==> config.mk <==
export PLATFORM = sky130hd
export DESIGN_NAME = lvds_align_ctrl
export DESIGN_NICKNAME = d
export VERILOG_FILES = /design/src/rtl/lvds_align_pkg.sv /design/src/rtl/lvds_align_ctrl_eye_tracker.sv /design/src/rtl/lvds_align_ctrl.sv
export SDC_FILE = /design/constraint.sdc
export NUM_CORES = 1
export LEC_CHECK = 0
export CAP_MARGIN = 40
export CORE_ASPECT_RATIO = 0.6
export CORE_MARGIN = 5
export CORE_UTILIZATION = 40
export DETAILED_ROUTE_END_ITERATION = 6
export HOLD_SLACK_MARGIN = 0.06
export PLACE_DENSITY_LB_ADDON = 0.2
export SYNTH_ARGS = -nofsm -noshare
export SYNTH_HDL_FRONTEND = slang
export SYNTH_HIERARCHICAL = 1
export SYNTH_SLANG_ARGS = --single-unit
==> constraint.sdc <==
create_clock -name clk -period 5.05 [get_ports clk]
set_clock_uncertainty 0.15 [all_clocks]
set_input_delay 0.7575 -clock clk [delete_from_list [all_inputs] [get_ports clk]]
set_output_delay 0.7575 -clock clk [all_outputs]
set_load 0.01 [all_outputs]
==> src/rtl/lvds_align_pkg.sv <==
// Shared types and helpers for the LVDS input-delay training controller.
package lvds_align_pkg;

  typedef enum logic [3:0] {
    S_IDLE,
    S_WAIT_RDY,
    S_LOAD,
    S_SETTLE,
    S_DWELL,
    S_EVAL,
    S_CENTER,
    S_NEXT_LANE,
    S_DONE
  } align_state_t;

  localparam int ERR_CNT_W = 16;

  // Middle of a run of len sample points starting at tap 'start', floored.
  function automatic logic [31:0] center_tap(input logic [31:0] start,
                                             input logic [31:0] len,
                                             input logic [31:0] step);
    return start + (((len - 32'd1) * step) >> 1);
  endfunction

endpackage

==> src/rtl/lvds_align_ctrl_eye_tracker.sv <==
// Tracks the current and widest error-free run of sample points over one sweep.
module eye_tracker #(
  parameter int TAP_W = 9,
  parameter int LEN_W = 7
) (
  input  logic             clk,
  input  logic             reset,
  input  logic             clear,
  input  logic             valid,
  input  logic             pass,
  input  logic [TAP_W-1:0] tap,
  input  logic             first,
  input  logic             last,
  output logic [TAP_W-1:0] best_start,
  output logic [LEN_W-1:0] best_len
);

  logic [TAP_W-1:0] cur_start;
  logic [LEN_W-1:0] cur_len;
  logic [LEN_W-1:0] base_len;
  logic [LEN_W-1:0] base_best;
  logic [LEN_W-1:0] run_len;
  logic [TAP_W-1:0] run_start;
  logic             commit;

  // A fail closes the run without extending it; the last point closes it either way.
  always_comb begin
    base_len  = first ? '0 : cur_len;
    base_best = first ? '0 : best_len;
    run_len   = pass ? base_len + LEN_W'(1) : base_len;
    run_start = (base_len == '0) ? tap : cur_start;
    commit    = (!pass || last) && (run_len > base_best);
  end

  always_ff @(posedge clk) begin
    if (reset || clear) begin
      cur_start  <= '0;
      cur_len    <= '0;
      best_start <= '0;
      best_len   <= '0;
    end else if (valid) begin
      cur_len <= pass ? run_len : '0;
      if (pass)
        cur_start <= run_start;
      if (commit) begin
        best_start <= run_start;
        best_len   <= run_len;
      end else if (first) begin
        best_start <= '0;
        best_len   <= '0;
      end
    end
  end

endmodule

==> src/rtl/lvds_align_ctrl.sv <==
// Per-lane IDELAYE3 tap sweep: counts checker errors per tap, centres each lane in its widest clean window.
module lvds_align_ctrl
  import lvds_align_pkg::*;
#(
  parameter int LANES    = 4,
  parameter int TAP_W    = 9,
  parameter int NTAPS    = 512,
  parameter int TAP_STEP = 8,
  parameter int SETTLE   = 16,
  parameter int DWELL    = 1024,
  parameter int MIN_EYE  = 4
) (
  input  logic                   clk,
  input  logic                   reset,
  input  logic                   start,
  input  logic                   dly_rdy,
  input  logic [LANES-1:0]       err_in,
  output logic [TAP_W-1:0]       tap_value,
  output logic [LANES-1:0]       tap_load,
  output logic                   busy,
  output logic                   done,
  output logic [LANES-1:0]       lane_fail,
  output logic [LANES*TAP_W-1:0] final_tap
);

  localparam int NPTS   = NTAPS / TAP_STEP;
  localparam int LEN_W  = $clog2(NPTS + 1);
  localparam int LANE_W = (LANES > 1) ? $clog2(LANES) : 1;
  localparam int TMR_W  = $clog2(((SETTLE > DWELL) ? SETTLE : DWELL) + 1);
  localparam logic [TAP_W-1:0] LAST_TAP = TAP_W'(NTAPS - TAP_STEP);
  localparam logic [TAP_W-1:0] STEP     = TAP_W'(TAP_STEP);

  align_state_t      state;
  logic              rdy_q1, rdy_s, rdy_prev, rdy_fall;
  logic [LANE_W-1:0] lane;
  logic [TAP_W-1:0]  tap;
  logic [TMR_W-1:0]  tmr;
  logic [ERR_CNT_W-1:0] err_cnt;
  logic [TAP_W-1:0]  best_start;
  logic [LEN_W-1:0]  best_len;
  logic              eye_ok;
  logic [TAP_W-1:0]  center;

  always_ff @(posedge clk) begin
    if (reset) begin
      rdy_q1   <= 1'b0;
      rdy_s    <= 1'b0;
      rdy_prev <= 1'b0;
    end else begin
      rdy_q1   <= dly_rdy;
      rdy_s    <= rdy_q1;
      rdy_prev <= rdy_s;
    end
  end

  always_comb begin
    rdy_fall = rdy_prev && !rdy_s;
    eye_ok   = best_len >= LEN_W'(MIN_EYE);
    center   = eye_ok ? TAP_W'((TAP_W + 8)'(center_tap(32'(best_start), 32'(best_len),
                                                        32'(TAP_STEP))))
                      : '0;
  end

  eye_tracker #(
    .TAP_W(TAP_W),
    .LEN_W(LEN_W)
  ) u_eye (
    .clk       (clk),
    .reset     (reset),
    .clear     (state == S_WAIT_RDY),
    .valid     (state == S_EVAL),
    .pass      (err_cnt == '0),
    .tap       (tap),
    .first     (tap == '0),
    .last      (tap == LAST_TAP),
    .best_start(best_start),
    .best_len  (best_len)
  );

  always_ff @(posedge clk) begin
    if (reset) begin
      state     <= S_IDLE;
      lane      <= '0;
      tap       <= '0;
      tmr       <= '0;
      err_cnt   <= '0;
      tap_value <= '0;
      tap_load  <= '0;
      busy      <= 1'b0;
      done      <= 1'b0;
      lane_fail <= '0;
      final_tap <= '0;
    end else begin
      tap_load <= '0;
      // Losing IDELAYCTRL ready invalidates every tap result gathered so far.
      if (state != S_IDLE && state != S_DONE && rdy_fall) begin
        lane      <= '0;
        lane_fail <= '0;
        final_tap <= '0;
        state     <= S_WAIT_RDY;
      end else begin
        case (state)
          S_IDLE: if (start) begin
            lane      <= '0;
            done      <= 1'b0;
            lane_fail <= '0;
            busy      <= 1'b1;
            state     <= S_WAIT_RDY;
          end
          S_WAIT_RDY: if (rdy_s) begin
            tap   <= '0;
            state <= S_LOAD;
          end
          S_LOAD: begin
            tap_value <= tap;
            tap_load  <= LANES'(1) << lane;
            tmr       <= '0;
            state     <= S_SETTLE;
          end
          S_SETTLE: begin
            if (tmr == TMR_W'(SETTLE - 1)) begin
              tmr     <= '0;
              err_cnt <= '0;
              state   <= S_DWELL;
            end else begin
              tmr <= tmr + TMR_W'(1);
            end
          end
          S_DWELL: begin
            if (err_in[lane] && err_cnt != '1)
              err_cnt <= err_cnt + ERR_CNT_W'(1);
            if (tmr == TMR_W'(DWELL - 1))
              state <= S_EVAL;
            else
              tmr <= tmr + TMR_W'(1);
          end
          S_EVAL: begin
            if (tap == LAST_TAP) begin
              state <= S_CENTER;
            end else begin
              tap   <= tap + STEP;
              state <= S_LOAD;
            end
          end
          S_CENTER: begin
            tap_value <= center;
            tap_load  <= LANES'(1) << lane;
            final_tap[lane*TAP_W +: TAP_W] <= center;
            if (!eye_ok)
              lane_fail[lane] <= 1'b1;
            state <= S_NEXT_LANE;
          end
          S_NEXT_LANE: begin
            if (lane == LANE_W'(LANES - 1)) begin
              state <= S_DONE;
            end else begin
              lane  <= lane + LANE_W'(1);
              state <= S_WAIT_RDY;
            end
          end
          S_DONE: begin
            busy  <= 1'b0;
            done  <= 1'b1;
            state <= S_IDLE;
          end
          default: state <= S_IDLE;
        endcase
      end
    end
  end

endmodule
==> flow_metrics.py <==
metrics = {
    "run_status": {
        "status": "finished clean",
    },
    "global_routing": {
        "grt_pass1_vias": 5532,
        "grt_max_degree": 39,
        "grtUsageTotal_pct": 18.9,
        "overflow": 0,
        "grt_pass1_wl_um": 29400,
        "antenna_found_initial": 0,
    },
    "logic_synthesis": {
        "ys_seq_area_share_pct": 39.2,
        "synth_common_cells": "129 x dfxtp_1, 97 x nor2_1, 79 x nand2_1, 39 x a21oi_1, 31 x mux2i_1",
        "yosysMostFrequentCell": "dfxtp_1",
        "netlist_top_cells_area": "dfxtp_1 39%, nor2_1 5.5%, ha_1 4.9%",
        "avgSynthCellArea_um2": 8.85,
        "ys_ff_latch": 129,
        "yosys_warnings": 6,
        "synth_ff_type": "dfxtp_1",
        "async_flop_share_pct": 0,
        "syn_area_um2": 6590,
        "synth_edf_count": 0,
        "syn_inst": 744,
        "synth_cell_types": 80,
        "synth_area_leader_cell": "dfxtp_1",
        "synth_top_area_share_pct": 39.2,
    },
    "setup_path": {
        "critPathArrivalTime_ps": 4380,
        "worstPathRequired_ps": 5240,
        "cp_slowest_cell": "o31ai_4",
        "startpoint": "err_cnt[0]",
        "critical_path_class": "reg2reg",
        "worst-r2r-setup-slack_ps": 860,
        "r2r_start": "err_cnt[0]",
        "path_cells": "inv_1, ha_1, nor4b_1, and4_1, nand4_1, nor2_1, nand2_1, xor2_1, nor2_1, ha_1, nand2_1, nor4b_1, a21oi_1, o211ai_1, o211a_2, o31ai_4, buf_8, mux2i_1",
        "crit_end": "u_eye/best_start[0]",
        "worst_setup_path_end_kind": "flop",
        "worstSetupStartpointType": "flop",
        "reg2reg_to": "u_eye/best_start[0]",
        "reg2reg_depth": 18,
        "cp_slowest_stage_delay_ps": 480,
        "critPathMaxFanout": 10,
    },
    "routing": {
        "routed_via_density": 5.70,
        "drc": 0,
        "drt_pass1_iterations": 5,
        "vias": 5843,
        "wl_per_cell_um": 17.4,
        "ant_nets": 0,
        "totalWireLength_um": 17800,
        "dr.first_iter.drc_count": 571,
    },
    "final_layout": {
        "fin_nets": 838,
        "layoutNonFillerInstCount": 1025,
        "syn2layout_area_growth_pct": 21.9,
        "regArea_um2": 2580,
        "multi_input_area_um2": 3770,
        "diodes": 0,
        "drive_above_1_share_pct": 9.56,
        "nFillCells": 1483,
    },
    "place": {
        "hpwl_um": 12900,
        "gp_congestion": 0.875,
        "dp.cells": 993,
        "io_buffer_count": 62,
    },
    "power_and_ir_drop": {
        "p_sw_w": 0.000659,
        "p_per_area_nw_per_um2": 323,
        "clkPwrFrac_pct": 51.5,
        "swShare_pct": 25.4,
        "p_int_w": 0.00194,
        "comb_power_share_pct": 7.8,
        "p_leak_nw": 3.04,
        "finalPower_w": 0.00259,
        "irDropWorstVdd_mv": 0.181,
        "p_seq_share_pct": 40.7,
    },
    "clock_network": {
        "tritoncts": "built",
        "clock_latency_ps": 420,
        "cts_buffers": 17,
        "cts_max_path_buffers": 2,
        "post_cts_resized": 0,
        "cts_hold_buffers": 0,
        "path_clk_slew_ps": 60,
        "root_buffer": "clkbuf_16",
        "cts_sinks": 129,
        "cts_setup_buffers": 0,
        "cts_max_level": 4,
    },
    "timing": {
        "worstMarginPinSlew_ps": 942,
        "drv_slew": 0,
        "slew_headroom_pct": 37.0,
        "setup_viol": 0,
        "setup-tns-final_ps": 0,
        "hold_viol": 0,
        "fmax_mhz": 238,
        "rsz0062_at_grt": "false",
        "min_period_ps": 4190,
        "fin_crit_sh_pct": 83.0,
    },
    "die": {
        "initial_core_util_pct": 40.6,
        "num_rows": 36,
        "ioPinCount": 63,
        "core_um2": 16200,
        "dieArea_um2": 19200,
        "die_w_um": 176,
        "die_y_um": 109,
    },
    "min_path": {
        "worstHoldPathType": "reg2reg",
    },
    "run": {
        "drv_cap": 0,
    },
}
## cell type report
class	count	share of cell area (%)
Multi-Input combinational cell	560	46.9
Sequential cell	129	32.1
Timing Repair Buffer	72	8.75
Clock buffer	19	5.39
Tap cell	209	3.26
Clock inverter	13	2.49
Inverter	23	1.07
## per-layer routing
metal | part of all wire, % | GRT usage, % | wire length (um)
met5 | 0 | 0 | 0
met4 | 1.3 | 5.62 | 237
met3 | 6.4 | 3.09 | 1140
met2 | 41 | 26.5 | 7240
met1 | 52 | 29.5 | 9210
## flip-flops by register name, indices dropped and copies added, names as in the netlist, 2 cells and up
signal	cells
tap_load	4
lane_fail	4
tap_value	9
state	4
lane	2
u_eye/best_len	7
final_tap	36
u_eye/best_start	9
u_eye/cur_len	7
u_eye/cur_start	9
tmr	11
tap	6
err_cnt	16
## critical path, delay by kind of cell, from the launching register on
| kind | cells | cell delay, ps |
|---|---|---|
| and+or+nand+nor | 8 | 1590 |
| AOI/OAI and AO/OA | 4 | 960 |
| adders and majority gates | 2 | 420 |
| DFF | 1 | 320 |
| buffers and inverters | 2 | 310 |
| muxes | 1 | 190 |
| xor gates and xnor gates | 1 | 150 |
## per-stage QoR
step                setup WS, ps  area, um^2  utilization, %  hold WS (ps)
floorplan                   1250        6610               -           264
global placement             889        7360            45.4           274
detailed placement           873        7400            45.6           280
CTS                          841        8030            49.5           300
global route                 302        8030            49.5           315
finish                       857        8030            49.5           295
## power by group through the flow
stage | Clock [W] | Sequential (W) | Combinational, W
after detailed placement | 0 | 0.00108 | 0.000197
after floorplan | 0 | 0.00106 | 0.000158
final | 0.00134 | 0.00106 | 0.000201
after global placement | 0 | 0.00108 | 0.000190
after CTS | 0.00135 | 0.00106 | 0.000198
after global routing | 0.00140 | 0.00106 | 0.000222
## kinds of logic after synthesis
family	Yosys count	synth area share (%)
adders and majority gates	27	5.24
and+or+nand+nor	308	24.3
DFF	129	39.2
muxes	42	6.76
other	1	0.0569
buffers and inverters	60	3.91
xor gates and xnor gates	41	5.45
AOI/OAI and AO/OA	136	15.1
## cells in the final DEF, fill, tap and decap left out, types with 21 or more instances in the layout
master           count
dfxtp_1            129
nor2_1              97
nand2_1             79
clkdlybuf4s50_1     62
a21oi_1             39
mux2i_1             31
xor2_1              27
nand3_1             26
ha_1                26
inv_1               21
## worst min-delay path by stage
stage               slack [ps]  startpoint     to  cells after the start
floorplan                  260      rdy_q1  rdy_s                      1
global placement           270      rdy_q1  rdy_s                      1
detailed placement         280      rdy_q1  rdy_s                      1
CTS                        300      rdy_q1  rdy_s                      1
global route               320      rdy_q1  rdy_s                      1
finish                     290      rdy_q1  rdy_s                      1
No activity file was read; power rests on OpenSTA's default activity.
